$ cat src/rtl/pin_id_tx_sched.sv
// Round-robin scheduler sharing one 8N1 serial identification line among N_REQ requesters.
// Each granted requester has its 4-character name sent MSB-character first, followed by an idle-high gap.
module pin_id_tx_sched #(
    parameter int N_REQ        = 4,
    parameter int CLKS_PER_BIT = 1,
    parameter int GAP_BITS     = 24
) (
    input  logic                 clk,
    input  logic                 rst,
    input  logic [N_REQ-1:0]     req,
    input  logic [32*N_REQ-1:0]  name_flat,
    output logic [N_REQ-1:0]     grant,
    output logic [N_REQ-1:0]     done,
    output logic                 busy,
    output logic                 tx_out
);

    localparam int IDX_W = (N_REQ > 1) ? $clog2(N_REQ) : 1;
    localparam int CPB_W = (CLKS_PER_BIT > 1) ? $clog2(CLKS_PER_BIT) : 1;
    localparam int GAP_W = (GAP_BITS > 1) ? $clog2(GAP_BITS) : 1;
    localparam logic [CPB_W-1:0] CPB_LAST = CPB_W'(CLKS_PER_BIT - 1);
    localparam logic [GAP_W-1:0] GAP_LAST = GAP_W'((GAP_BITS > 0) ? GAP_BITS - 1 : 0);
    localparam logic [IDX_W-1:0] IDX_LAST = IDX_W'(N_REQ - 1);

    typedef enum logic [2:0] {S_IDLE, S_START, S_DATA, S_STOP, S_GAP} state_t;

    state_t             state_q, state_d;
    logic [N_REQ-1:0]   grant_q, grant_d;
    logic [N_REQ-1:0]   done_q, done_d;
    logic               tx_q, tx_d;
    logic [IDX_W-1:0]   rr_ptr_q, rr_ptr_d;
    logic [IDX_W-1:0]   sel_q, sel_d;
    logic [31:0]        name_q, name_d;
    logic [1:0]         byte_idx_q, byte_idx_d;
    logic [2:0]         bit_cnt_q, bit_cnt_d;
    logic [CPB_W-1:0]   cpb_cnt_q, cpb_cnt_d;
    logic [GAP_W-1:0]   gap_cnt_q, gap_cnt_d;
    logic               tail_q, tail_d;

    logic [IDX_W-1:0]   sel_c;
    logic [IDX_W-1:0]   probe_idx;
    logic [31:0]        name_sel;
    int                 probe;

    // Rotating priority search; walking offsets downward leaves the nearest requester to rr_ptr as winner.
    always_comb begin
        sel_c     = rr_ptr_q;
        probe_idx = '0;
        probe     = 0;
        for (int i = N_REQ - 1; i >= 0; i--) begin
            probe = int'(rr_ptr_q) + i;
            if (probe >= N_REQ) probe = probe - N_REQ;
            probe_idx = IDX_W'(probe);
            if ((req & (N_REQ'(1) << probe_idx)) != '0) sel_c = probe_idx;
        end
    end

    always_comb begin
        name_sel = '0;
        for (int i = 0; i < N_REQ; i++) begin
            if (sel_c == IDX_W'(i)) name_sel = name_flat[32*i +: 32];
        end
    end

    always_comb begin
        state_d    = state_q;
        grant_d    = grant_q;
        done_d     = '0;
        tx_d       = 1'b1;
        rr_ptr_d   = rr_ptr_q;
        sel_d      = sel_q;
        name_d     = name_q;
        byte_idx_d = byte_idx_q;
        bit_cnt_d  = bit_cnt_q;
        cpb_cnt_d  = cpb_cnt_q;
        gap_cnt_d  = gap_cnt_q;
        tail_d     = tail_q;

        case (state_q)
            S_IDLE: begin
                if (req != '0) begin
                    state_d    = S_START;
                    grant_d    = N_REQ'(1) << sel_c;
                    sel_d      = sel_c;
                    name_d     = name_sel;
                    byte_idx_d = '0;
                    bit_cnt_d  = '0;
                    cpb_cnt_d  = '0;
                    gap_cnt_d  = '0;
                    tail_d     = 1'b0;
                end
            end
            S_START: begin
                tx_d = 1'b0;
                if (cpb_cnt_q == CPB_LAST) begin
                    cpb_cnt_d = '0;
                    bit_cnt_d = '0;
                    state_d   = S_DATA;
                end else begin
                    cpb_cnt_d = cpb_cnt_q + 1'b1;
                end
            end
            S_DATA: begin
                // {~byte_idx, bit_cnt} picks bit (8*(3-byte_idx) + bit_cnt): first char first, LSB first.
                tx_d = name_q[{~byte_idx_q, bit_cnt_q}];
                if (cpb_cnt_q == CPB_LAST) begin
                    cpb_cnt_d = '0;
                    if (bit_cnt_q == 3'd7) begin
                        bit_cnt_d = '0;
                        state_d   = S_STOP;
                    end else begin
                        bit_cnt_d = bit_cnt_q + 1'b1;
                    end
                end else begin
                    cpb_cnt_d = cpb_cnt_q + 1'b1;
                end
            end
            S_STOP, S_GAP: begin
                tx_d = 1'b1;
                if (tail_q) begin
                    // Frame end: the registered last bit has just left tx_out.
                    state_d  = S_IDLE;
                    grant_d  = '0;
                    done_d   = grant_q;
                    tail_d   = 1'b0;
                    rr_ptr_d = (sel_q == IDX_LAST) ? '0 : sel_q + 1'b1;
                end else if (cpb_cnt_q != CPB_LAST) begin
                    cpb_cnt_d = cpb_cnt_q + 1'b1;
                end else begin
                    cpb_cnt_d = '0;
                    if (state_q == S_STOP) begin
                        if (byte_idx_q != 2'd3) begin
                            byte_idx_d = byte_idx_q + 1'b1;
                            state_d    = S_START;
                        end else if (GAP_BITS == 0) begin
                            byte_idx_d = '0;
                            tail_d     = 1'b1;
                        end else begin
                            byte_idx_d = '0;
                            gap_cnt_d  = '0;
                            state_d    = S_GAP;
                        end
                    end else if (gap_cnt_q == GAP_LAST) begin
                        gap_cnt_d = '0;
                        tail_d    = 1'b1;
                    end else begin
                        gap_cnt_d = gap_cnt_q + 1'b1;
                    end
                end
            end
            default: begin
                state_d = S_IDLE;
                grant_d = '0;
            end
        endcase
    end

    always_ff @(posedge clk) begin
        if (rst) begin
            state_q    <= S_IDLE;
            grant_q    <= '0;
            done_q     <= '0;
            tx_q       <= 1'b1;
            rr_ptr_q   <= '0;
            sel_q      <= '0;
            name_q     <= '0;
            byte_idx_q <= '0;
            bit_cnt_q  <= '0;
            cpb_cnt_q  <= '0;
            gap_cnt_q  <= '0;
            tail_q     <= 1'b0;
        end else begin
            state_q    <= state_d;
            grant_q    <= grant_d;
            done_q     <= done_d;
            tx_q       <= tx_d;
            rr_ptr_q   <= rr_ptr_d;
            sel_q      <= sel_d;
            name_q     <= name_d;
            byte_idx_q <= byte_idx_d;
            bit_cnt_q  <= bit_cnt_d;
            cpb_cnt_q  <= cpb_cnt_d;
            gap_cnt_q  <= gap_cnt_d;
            tail_q     <= tail_d;
        end
    end

    assign grant  = grant_q;
    assign done   = done_q;
    assign busy   = (state_q != S_IDLE);
    assign tx_out = tx_q;

endmodule

$ cat config.mk
export PLATFORM = sky130hd
export DESIGN_NAME = pin_id_tx_sched
export DESIGN_NICKNAME = d
export VERILOG_FILES = /design/src/rtl/pin_id_tx_sched.sv
export SDC_FILE = /design/constraint.sdc
export NUM_CORES = 1
export LEC_CHECK = 0
export CAP_MARGIN = 25
export CORE_MARGIN = 10
export CORE_UTILIZATION = 57
export CTS_CLUSTER_DIAMETER = 50
export DETAILED_ROUTE_END_ITERATION = 8
export PLACE_DENSITY = 0.88
export SYNTH_ARGS = -nofsm -noshare
export SYNTH_HDL_FRONTEND = slang
export SYNTH_SLANG_ARGS = --single-unit
$ cat constraint.sdc
create_clock -name clk -period 5.85 [get_ports clk]
set_input_delay 1.4625 -clock clk [delete_from_list [all_inputs] [get_ports clk]]
set_output_delay 1.4625 -clock clk [all_outputs]
set_load 0.01 [all_outputs]
* Word level (Yosys, flattened, before mapping) *
Cells that the tools add are included.

storage, ports and cells
  register bits = 60
  output and inout port bits = 10
  input port bits = 134
  logic and storage cells = 142

cells by class
  reduce and logical (&&, ||, !) cells = 23
  add/sub/neg operators = 12
  shift operators = 5
  equality and inequality tests = 22
  magnitude comparators = 5
  muxes and demuxes = 55
  bitwise gates (word level) = 8

operators by type and width
  operator               number
  $mux W32               4
  $mux W3                12
  $mux W5                6
  $mux W2                14
  $reduce_bool A4 Y1     5
  $shl A1 B2 Y4 const A  5
  $ne A2 B2 Y1 const B   9
  $and A4 B4 Y4          4
  $pmux W3 S4            1
  $pmux W4 S3            1
  $pmux W5 S2            1
  $reduce_and A5 Y1      2
  $ge A3 B3 Y1 const B   3
  $ne A3 B3 Y1 const B   3
  $pmux W3 S3            1
  $reduce_bool A3 Y1     3
  $mux W1                8
  $mux W4                2
  $sub A2 B1 Y2 const B  4
  $add A2 B2 Y3 const B  2
  $eq A2 B2 Y1 const B   3
  $eq A3 B2 Y1 const B   2
  $eq A3 B3 Y1 const B   2
  $lt A5 B6 Y1 const B   1
  other kinds (24)       32

* Logic depth before layout (Yosys ltp) *
Gate-level depths: netlist of the first run.

  depth after elaboration = 15
  depth in mapped cells = 13
  mapped depth without buffers = 8

* Least setup slack after synthesis of the first run *
OpenSTA, ideal clock, no wires.

  path kind = input port to flip-flop
  start point = input req[2]
  end point = register name_q[10]
  stages on the path = 8
  arrival = 2.934 ns
  setup time = 0.126 ns
  buffers on the path = 2
  setup slack = 2.790 ns
  cell sequence = a22o_1 -> or2_4 -> o2111ai_2 -> nor3b_4 -> buf_6 -> buf_4 -> and3_1 -> o31ai_2

on the way
  longest elaborated chain between the ends = 11
  elaborated cells between the ends (all ways) = 22
  classes of those cells = eq/ne (3); mux (8); bitwise (4); reduce/logical (7)

RTL lines
  element                RTL line  RTL
  start, declared        10        input logic [N_REQ-1:0] req,
  $and A4 B4 Y4          54        if ((req & (N_REQ'(1) << probe_idx)) != '0) sel_c = probe_idx;
  $reduce_bool A4 Y1     54
  $mux W2 (4 in a row)   54
  $logic_not A2 Y1       61        if (sel_c == IDX_W'(i)) name_sel = name_flat[32*i +: 32];
  $mux W32 (4 in a row)  61
  end signal, assigned   179       name_q <= name_d;
  end, declared          33        logic [31:0] name_q, name_d;

Parallel ways exist; a longest one is shown, timed or not.
A chain may end at the register's enable or synchronous reset.

* Worst setup path after layout of the first run *
  start point = register rr_ptr_q[0]
  end point = register name_q[4]

on the way
  longest elaborated chain between the ends = 15
  elaborated cells between the ends (all ways) = 39
  classes of those cells = add/sub (7); order compare (4); eq/ne (3); shift (4); mux (12); bitwise (4); reduce/logical (5)

RTL lines
  element                                        RTL line  RTL
  start, declared                                31        logic [IDX_W-1:0] rr_ptr_q, rr_ptr_d;
  start signal, assigned                         177       rr_ptr_q <= rr_ptr_d;
  $add A2 B2 Y3                                  51        probe = int'(rr_ptr_q) + i;
  $ge A3 B3 Y1 or $sub A2 B1 Y2 (tied branches)  52        if (probe >= N_REQ) probe = probe - N_REQ;
  $mux W2                                        52
  $shl A1 B2 Y4                                  54
  $and A4 B4 Y4                                  54
  $reduce_bool A4 Y1                             54
  $mux W2 (3 in a row)                           54
  $mux W2 *                                      54
  $logic_not A2 Y1                               61
  $mux W32 (3 in a row)                          61
  $mux W32 *                                     61

Mark *: on every way between the ends. The rest lies on a longest branch, timed or not.

==> results of run 1 <==
-- metrics by stage --
step                hold slack, ps  area, um^2  std cells
floorplan                      429        6790       1072
global placement               437        8150       1280
detailed placement             444        8150       1280
CTS                            462        8420       1296
global route                   476        8470       1298
finish                         460        8470       1298
-- cells in the final DEF (no fill, tap or decap), types with 5 or more instances in the layout --
cell,synthesis,layout
nand2_1,308,305
a21oi_1,144,144
clkdlybuf4s50_1,0,143
nor2_1,143,142
a211oi_1,130,129
dfxtp_1,59,58
and3b_1,33,33
and3_1,33,33
o31ai_2,32,32
buf_4,1,12
mux4_2,10,10
ha_1,10,10
clkbuf_16,0,9
o21ai_0,8,8
nand3_1,7,7
or3_1,6,6
a22oi_1,6,6
clkinv_2,0,5
and2_1,6,5
-- where the power goes --
group          switching [mW]  internal (mW)  leakage, nW  total, mW
clock                   0.194          0.296        0.139      0.490
combinational           0.292          0.279         2.64      0.571
sequential             0.0546          0.464        0.485      0.518
-- logic make-up (layout without fill, tap and decap cells) --
family                     after synthesis  count (layout)  synth area share
AOI/OAI and AO/OA                      343             343             0.352
xor gates and xnor gates                 3               3           0.00387
adders and majority gates               10              10            0.0184
buffers and inverters                   95             178            0.0601
DFF                                     59              59             0.174
muxes                                   11              11            0.0347
and+or+nand+nor                        551             551             0.357
-- synth_stat cells, types with 6 or more instances --
cell type,number,share of area
nor2_1,143,0.079
and3b_1,33,0.043
clkbuf_1,65,0.036
or3_1,6,0.0055
mux4_2,10,0.033
buf_2,13,0.0096
nand2_1,308,0.17
dfxtp_1,59,0.17
ha_1,10,0.018
a21oi_1,144,0.11
nand3_1,7,0.0052
o21ai_0,8,0.0059
o31ai_2,32,0.059
and2_1,6,0.0055
a22oi_1,6,0.0066
and3_1,33,0.030
a211oi_1,130,0.14
buf_1,7,0.0039
-- worst min-delay path, stage by stage, from the launching register on --
cell     delay, ps
dfxtp_1        320
nand2_1         60
o31ai_2         50
-- final cells by class --
cell class / count / area [um^2] / area share
clock buffer: 11 / 243 / 0.0287
multi-input combinational: 918 / 5220 / 0.617
sequential: 59 / 1180 / 0.140
tap: 143 / 179 / 0.0211
timing repair buffer: 158 / 1600 / 0.188
inverter: 4 / 16.3 / 0.00192
clock inverter: 5 / 28.8 / 0.00340
-- routing by layer --
layer,vias to the layer above,part of all wire
met1,3776,0.41
met5,-,0
li1,3997,-
met3,58,0.089
met2,474,0.48
met4,0,0.024
-- worst min-delay path by stage --
stage | startpoint | endpoint
2_1_floorplan | name_q[10]$_SDFFE_PP0P_ | name_q[10]$_SDFFE_PP0P_
3_3_place_gp | name_q[3]$_SDFFE_PP0P_ | name_q[3]$_SDFFE_PP0P_
3_5_place_dp | name_q[30]$_SDFFE_PP0P_ | name_q[30]$_SDFFE_PP0P_
4_1_cts | name_q[19]$_SDFFE_PP0P_ | name_q[19]$_SDFFE_PP0P_
5_1_grt | grant[2]$_SDFFE_PP0P_ | grant[2]$_SDFFE_PP0P_
6_report | name_q[19]$_SDFFE_PP0P_ | name_q[19]$_SDFFE_PP0P_
-- flip-flops by register name, summed over array words and instances, names as in the netlist --
signal / flops
name_q: 32
gap_cnt_q: 5
done: 4
grant: 4
bit_cnt_q: 3
state_q: 3
byte_idx_q: 2
rr_ptr_q: 2
sel_q: 2
tail_q: 1
tx_out: 1
==> flow_summary.yaml, run 1 <==
clock_tree:
  cts_tree: "yes"
  cts_root_buf: "clkbuf_16"
  clk_latency_ps: 330
  post_cts_buffers: 0
  cts_num_sinks: 59
  cts.path.max_buffers: 2
  htree_num_levels: 3
  path_clk_slew_ps: 60
  cts_buffers: 9
  postCtsResizedCells: 0
  hold_buffers: 0
synth:
  synth_ff_type: "dfxtp_1"
  synthArstFlopShare: 0
  syn_inst: 1072
  netlist_area_um2: 6790
  synth_seq_cells: 59
  avgSynthCellArea_um2: 6.33
  synth_warnings: 0
  synth_cell_types: 48
  seq_area_frac_synth: 0.174
  synth_nets: 1216
  synth_edf_count: 0
flow_run:
  maxCapViolCount: 0
setup_path:
  startpoint: "rr_ptr_q[0]$_SDFFE_PP0P_"
  crit_chain: "clkinv_2 -> ha_1 -> a22oi_1 -> and2_2 -> buf_4 -> o22ai_1 -> nor3b_4 -> buf_4 -> and3b_1 -> o31ai_2"
  worstPathArrival_ps: 4240
  r2r_start: "rr_ptr_q[0]$_SDFFE_PP0P_"
  critPathBufInv: 3
  cpPeakStageDelay_ps: 770
  start_kind: "flip-flop"
  cp-endpoint: "name_q[4]$_SDFFE_PP0P_"
  worst_path_max_delay_cell: "dfxtp_4"
  path_max_fanout: 69
  critPathTopFamily: "buffers and inverters"
  reg2reg_to: "name_q[4]$_SDFFE_PP0P_"
  crit_path_end_kind: "flip-flop"
  path_class: "reg -> reg"
  cp.required_ps: 6090
  reg2reg_depth: 10
  reg2reg_setup_slack_ps: 1850
  cp_common_cell: "buf_4"
  worst-path-stages: 10
sta:
  rsz0062_at_grt: "false"
  fin_skew_ps: 5.30
  fin_crit_sh: 0.684
  worstMarginPinSlew_ps: 987
  finalSetupViolCount: 0
  timing.final.ws_setup_ps: 1850
  fmax_mhz: 250
  hold_violations: 0
  post-route-min-period_ps: 4000
  maxSlewHeadroom: 0.340
  maxSlewViolCount: 0
  fin_setup_tns_ps: 0
place:
  hpwl_um: 15300
  pre_cts_ws_ps: 1570
  gp_routability_congestion: 0.863
  io_buffers: 143
finish:
  drive_gt1_frac: 0.0762
  areaGrowthSynthToFinish_pct: 24.8
  nNetsFinal: 1294
  fillers: 927
  antenna-diode-count: 0
  post-route-util: 0.736
route:
  drcViolationCount: 0
  final_antenna_net_count: 0
  vias: 8305
  wl_per_cell_um: 17.7
  drt_iter0_drc: 955
  wl_um: 22900
  dr.pass1.iters: 5
  detail_route.vias_per_cell: 6.40
floorplanning:
  start_util: 0.589
  die_w_um: 129
  io_pins: 144
  fp.dieArea_um2: 16700
  design.core.area_um2: 11500
  rows: 39
  die_h_um: 129
grt:
  antenna_found_initial: 0
  overflow: 0
  grt.busiest_layer: "met2"
  use_met3: 0.0432
  gr-usage-met1: 0.333
  use_met2: 0.446
  grt_usage: 0.262
  grt_max_degree: 114
  grt_pass1_wl_um: 37100
  grt_pass1_vias: 7571
power:
  peakVddDrop_mv: 0.161
  power_density_nw_per_um2: 186
  leakagePower_nw: 3.26
  p_total_mw: 1.58
worst_hold_path:
  whs_path_depth: 2
  min_path_type: "reg -> reg"
status:
  status: "completed"
(Power assumes the default switching activity.)
==> run 2: changes to the inputs <==
--- a/config.mk
+++ b/config.mk
@@ -7,10 +7,10 @@
 export LEC_CHECK = 0
 export CAP_MARGIN = 25
 export CORE_MARGIN = 10
-export CORE_UTILIZATION = 57
+export CORE_UTILIZATION = 53
 export CTS_CLUSTER_DIAMETER = 50
 export DETAILED_ROUTE_END_ITERATION = 8
-export PLACE_DENSITY = 0.88
+export PLACE_DENSITY = 0.83
 export SYNTH_ARGS = -nofsm -noshare
 export SYNTH_HDL_FRONTEND = slang
 export SYNTH_SLANG_ARGS = --single-unit
==> constraint.sdc (replaced) <==
create_clock -name clk -period 3.9 [get_ports clk]
set_input_delay 0.975 -clock clk [delete_from_list [all_inputs] [get_ports clk]]
set_output_delay 0.975 -clock clk [all_outputs]
set_load 0.01 [all_outputs]
==> run 2 against run 1 <==
Final area increased by 0.71%. Register-to-register slack got worse by 1100 ps. Sequential cell count unchanged. Routed wire length decreased by 4.1%. Die area increased by 6.4%. Critical endpoint is now name_q[3]$_SDFFE_PP0P_. Largest power group unchanged.
==> flow_summary.yaml, run 2 (synthesis results as in run 1) <==
clock_tree:
  cts_tree: "yes"
  hold_buffers: 0
  post_cts_buffers: 0
  path_clk_slew_ps: 50
  cts_root_buf: "clkbuf_16"
  postCtsResizedCells: 0
  htree_num_levels: 3
  clk_latency_ps: 340
  cts.path.max_buffers: 2
  cts_num_sinks: 59
  cts_buffers: 9
flow_run:
  maxCapViolCount: 0
route:
  vias: 8049
  final_antenna_net_count: 0
  wl_um: 22000
  drt_iter0_drc: 798
  drcViolationCount: 0
  detail_route.vias_per_cell: 6.06
  wl_per_cell_um: 16.6
  dr.pass1.iters: 5
finish:
  layout_commonest_cell: "nand2_1"
  nNetsFinal: 1296
  antenna-diode-count: 0
  drive_gt1_frac: 0.0778
  seq_area_um2: 1180
  areaGrowthSynthToFinish_pct: 25.7
  largest_reg_flops: 32
  multi_input_area_um2: 5220
  top_regs: "name_q (32), gap_cnt_q (5)"
  fillers: 1079
  final_cells: 1329
  layout_common_cells: "305 x nand2_1, 144 x a21oi_1, 143 x clkdlybuf4s50_1, 142 x nor2_1, 129 x a211oi_1"
  regMostFlops: "name_q"
  post-route-util: 0.679
floorplanning:
  rows: 41
  die_h_um: 133
  io_pins: 144
  die_w_um: 133
  design.core.area_um2: 12600
  start_util: 0.540
  fp.dieArea_um2: 17700
power:
  leakagePower_nw: 3.27
  power_density_nw_per_um2: 283
  p_total_mw: 2.41
  peakVddDrop_mv: 0.256
grt:
  grt_usage: 0.240
  grt_pass1_vias: 7518
  grt_max_degree: 90
  antenna_found_initial: 0
  overflow: 0
  grt_pass1_wl_um: 36500
sta:
  post-route-min-period_ps: 3150
  finalSetupViolCount: 0
  hold_violations: 0
  maxSlewViolCount: 0
  fin_setup_tns_ps: 0
  fmax_mhz: 318
  timing.final.ws_setup_ps: 751
  rsz0062_at_grt: "false"
  fin_crit_sh: 0.807
  maxSlewHeadroom: 0.425
  worstMarginPinSlew_ps: 862
  fin_skew_ps: 6.24
setup_path:
  r2r_start: "rr_ptr_q[0]$_SDFFE_PP0P_"
  crit_path_end_kind: "flip-flop"
  start_kind: "flip-flop"
  startpoint: "rr_ptr_q[0]$_SDFFE_PP0P_"
  worstPathArrival_ps: 3360
  cpPeakStageDelay_ps: 670
  path_class: "reg -> reg"
  path_max_fanout: 46
  crit_chain: "clkinv_2 -> ha_1 -> a22oi_1 -> a211o_2 -> buf_12 -> a211oi_1 -> nor2_1 -> and3b_1 -> o31ai_2"
  worst_path_max_delay_cell: "dfxtp_4"
  cp.required_ps: 4110
place:
  placed_cells: 1313
  io_buffers: 143
  gp_routability_congestion: 0.875
  pre_cts_ws_ps: 492
  hpwl_um: 15200
worst_hold_path:
  min_path_type: "reg -> reg"
  min_from: "name_q[7]$_SDFFE_PP0P_"
status:
  status: "completed"
## run 2: path summary, 6_finish.rpt
path | end | slack [ps] | cells past startpoint
max | name_q[3]$_SDFFE_PP0P_ | 750 | 9
min | name_q[7]$_SDFFE_PP0P_ | 460 | 2
max reg2reg | name_q[3]$_SDFFE_PP0P_ | 750 | 9
min reg2reg | name_q[7]$_SDFFE_PP0P_ | 460 | 2
## run 2: per-layer routing
metal,vias to the layer above,track usage,part of all wire
met2,374,0.400,0.48
met1,3638,0.300,0.41
li1,3997,-,-
met3,40,0.0541,0.083
met5,-,0,0
met4,0,0.0732,0.024
## run 2: cell type report
type | instances | area share
timing repair buffer | 160 | 0.187
multi-input combinational | 918 | 0.612
sequential | 59 | 0.139
inverter | 4 | 0.00191
tap | 172 | 0.0252
clock buffer | 11 | 0.0284
clock inverter | 5 | 0.00616
## run 2: power breakdown
group          internal (mW)  switching [mW]
combinational          0.417           0.428
sequential             0.695          0.0773
clock                  0.508           0.288
total                   1.62           0.794
## run 2: critical path, delay by kind of cell, from the launching register on
family          cells  cell delay, ps
compound gates      4            1140
buf+inv             2             520
fa+ha+maj           1             320
flops               1             670
simple gates        2             330
## run 2: per-stage QoR
step / hold slack (ps) / instance area (um^2)
after CTS: 460 / 8530
after global placement: 437 / 8240
final: 460 / 8530
after floorplan: 429 / 6790
after detailed placement: 447 / 8240
after global routing: 480 / 8530
